File: src/rtl/crc_defs.sv
// rtl/crc_defs.sv - shared CRC link definitions for the serial CRC generator and checker
package crc_defs;

  // Frame FSM states, shared so both ends of the link decode the same encoding
  typedef enum logic [1:0] {
    ST_IDLE    = 2'd0,
    ST_RX_DATA = 2'd1,
    ST_RX_CRC  = 2'd2,
    ST_DONE    = 2'd3
  } crc_state_e;

  localparam int          DEF_DATA_BITS = 48;
  localparam int          DEF_CRC_W     = 16;
  localparam logic [15:0] DEF_POLY      = 16'h1021;
  localparam logic [15:0] DEF_INIT      = 16'hFFFF;

endpackage

File: src/rtl/crc_serial_lfsr.sv
// rtl/crc_serial_lfsr.sv - bit-serial non-reflected CRC LFSR, MSB first
module crc_serial_lfsr
  import crc_defs::*;
#(
  parameter int               CRC_W = DEF_CRC_W,
  parameter logic [CRC_W-1:0] POLY  = CRC_W'(DEF_POLY),
  parameter logic [CRC_W-1:0] INIT  = CRC_W'(DEF_INIT)
) (
  input  logic             clock,
  input  logic             init,
  input  logic             en,
  input  logic             bit_in,
  output logic [CRC_W-1:0] crc
);

  logic fb;

  assign fb = crc[CRC_W-1] ^ bit_in;

  // Preset on init, otherwise advance one step per enabled bit; init wins
  always_ff @(posedge clock) begin
    if (init) begin
      crc <= INIT;
    end else if (en) begin
      crc <= {crc[CRC_W-2:0], 1'b0} ^ (fb ? POLY : '0);
    end
  end

endmodule

File: config.mk
export PLATFORM = sky130hd
export DESIGN_NAME = crc_serial_lfsr
export DESIGN_NICKNAME = d
export VERILOG_FILES = /design/src/rtl/crc_defs.sv /design/src/rtl/crc_serial_lfsr.sv
export SDC_FILE = /design/constraint.sdc
export NUM_CORES = 1
export LEC_CHECK = 0
export BUFFER_PORTS_ARGS = -buffer_cell sky130_fd_sc_hd__buf_2
export CORE_MARGIN = 2
export CORE_UTILIZATION = 47
export CTS_BUF_LIST = sky130_fd_sc_hd__clkbuf_4 sky130_fd_sc_hd__clkbuf_8 sky130_fd_sc_hd__clkbuf_16
export DETAILED_ROUTE_END_ITERATION = 16
export GPL_TIMING_DRIVEN = 0
export PLACE_DENSITY = 0.82
export SYNTH_ARGS = -nofsm -noshare
export SYNTH_HDL_FRONTEND = slang
export SYNTH_SLANG_ARGS = --single-unit
File: constraint.sdc
create_clock -name clock -period 1.4 [get_ports clock]
set_input_delay 0.21 -clock clock [delete_from_list [all_inputs] [get_ports clock]]
set_output_delay 0.21 -clock clock [all_outputs]
set_load 0.1 [all_outputs]
==> summary.txt <==
DR vias: 484
Horiz. Die Dim: 41.0 um
Slew @ Worst Pin: 0.491 ns
Area share of the largest cell type after synthesis: 0.498
Final worst-path setup slack: 0.117 ns
Leading post-synthesis cells by instance count: a211o_1, dfxtp_1, nor2b_1, buf_2, xor3_1
I/O pins: 20
Most flop-heavy register: crc
TritonCTS Buffers: 3
Post-synthesis instance area: 643 um2
Worst Path Class, Setup: flop to output pin
Root Buffer: clkbuf_4
Placed Cells: 89
Count of hold-fix buffers inserted at cts: 0
Max FFs per register: 16
Cell taking the most area after synthesis: dfxtp_1
Setup repair bufs after CTS: 0
Crit share post-route: 0.917
Cell variety after synth: 8
Final setup TNS: 0 ns
Final Setup Violations: 0
Largest net degree at the start of global routing: 11
Antenna diode count: 0
Cells after Synth: 56
Worst Path Buf+Inv: 1
Crit path max fanout: 3
Headroom to the max-slew limit: 0.675
Arrival time reported for the critical path endpoint: 1.07 ns
Vias in the first global route: 406
Series of cell instances along the critical path: buf_2
Non-filler instance count after layout: 93
Achievable frequency: 0.779 GHz
Number of violations reported at the end of detailed-routing iteration 0: 3
Async set or reset register ratio after synthesis: 0
Area taken by flip-flops and latches: 332 um2
Number of max-capacitance violations reported: 0
Global-route wire length before repair: 1660 um
Detail-routed net length per standard cell: 12.3 um
Overall routing resource usage: 0.155
Synth-to-Final Area Change: 23.3%
Port-buffer cells: 18
Main synth FF type: dfxtp_1
Ratio of routed vias to standard cells: 5.20
Number of iterations in the first detailed-routing pass: 2
Initial Utilization: 0.500
Number of pins exceeding their max-slew limit in the final report: 0
Core region area: 1280 um2
Biggest regs: crc: 16 flops
Floorplan row count: 13
Sort of element at the start of the critical path: flop
Fraction of layout instances using a drive strength above 1: 0.385
Worst setup skew after layout: 0.00921 ns
Highest ir drop seen on vdd: 566 uV
Worst-Skew Late Latency: 0.28 ns
Number of enable-type register cells in the synthesized netlist: 0
CTS tree: done
Setup slack after placement: 0.236 ns
Clock period minus final worst setup slack: 1.28 ns
Total gr overflow: 0
Number of remaining DRC errors: 0
Total Wirelength: 1150 um
Average footprint of a synthesized cell: 11.5 um2
Setup repair after global routing missed its margin: no
Internal reg-to-reg setup slack: 0.23 ns
#FFs+latches synth: 16
CTS clk-pin slew, worst paths: 0.09 ns
Die H: 41.0 um
HPWL after DPL: 840 um
Top delay family on crit path: buffers and inverters
Top cells by area in the synthesized netlist: dfxtp_1, a211o_1, nor2b_1, xor3_1, buf_2
Number of sinks driven by the clock tree: 16
Tightest Hold Check Type: primary input to flop
Count of filler cells inserted in the layout: 114
Final Hold Violating Endpoints: 0
Overall power after layout: 0.00114 W
Critical path's slowest cell: buf_2
Status: finished, final reports clean
Final Net Count: 83
Power density relative to cell area: 1440 nW/um2
Remaining antenna violation count after routing: 0
Sequential cell area fraction in the yosys report: 0.498
Crit path capture type: output pin
Worst EP required: 1.19 ns
Yosys Warn Count: 0
Post-cts repair resize count: 0
Clk buf depth: 2
Routability Congestion: 0.690
Static Leak: 0.348 nW
H-tree depth: 1
Die Footprint: 1680 um2
Syn Nets: 60
Antenna violations before repair: 0
Max incr delay on CP: 0.43 ns
Area taken by multi-input logic gates: 299 um2
worst paths after layout:
kind	startpoint	endpoint	depth (start not counted)
setup reg to reg	crc[15]	crc[12]	2
hold reg to reg	crc[5]	crc[6]	1
setup / recovery	crc[7]	crc[7]	1
hold / removal	en	crc[5]	3
power breakdown:
part	total [W]	internal (W)	switching, W
sequential	0.000508	0.000486	0.0000222
combinational	0.000370	0.0000824	0.000288
clock	0.000265	0.000130	0.000135
total	0.00114	0.000698	0.000446
layout by cell type (no fill, tap or decap), drive strengths merged:
master  synthesis  layout
buf             4      22
a211o          16      16
nor2b          16      16
dfxtp          16      16
clkbuf          1       5
xor3            2       2
xor2            1       1
metal layers:
layer | up-vias | global-route usage | routed length [um]
li1 | 244 | - | -
met4 | 0 | 0.100 | 11
met5 | - | 0 | 0
met1 | 229 | 0.197 | 545
met2 | 9 | 0.234 | 548
met3 | 2 | 0.0326 | 39
cells by family after synthesis:
group	after synthesis	synth area share
compound gates	16	0.218
xor+xnor	3	0.0876
buf+inv	5	0.0370
flops	16	0.498
simple gates	16	0.160
final cells by class:
cell class | count | share of cell area
multi-input cells | 35 | 0.377
plain buffers | 5 | 0.0300
flip-flops and latches | 16 | 0.418
clock buffers | 4 | 0.0379
well taps | 15 | 0.0237
repair buffers | 18 | 0.114
stage by stage:
step	hold WS [ns]	utilization	cell area, um2
finish	0.283	0.617	793
global route	0.306	0.617	793
CTS	0.288	0.617	793
detailed placement	0.467	0.594	763
global placement	0.456	0.594	763
floorplan	0.419	-	654
(Power assumes the default switching activity.)
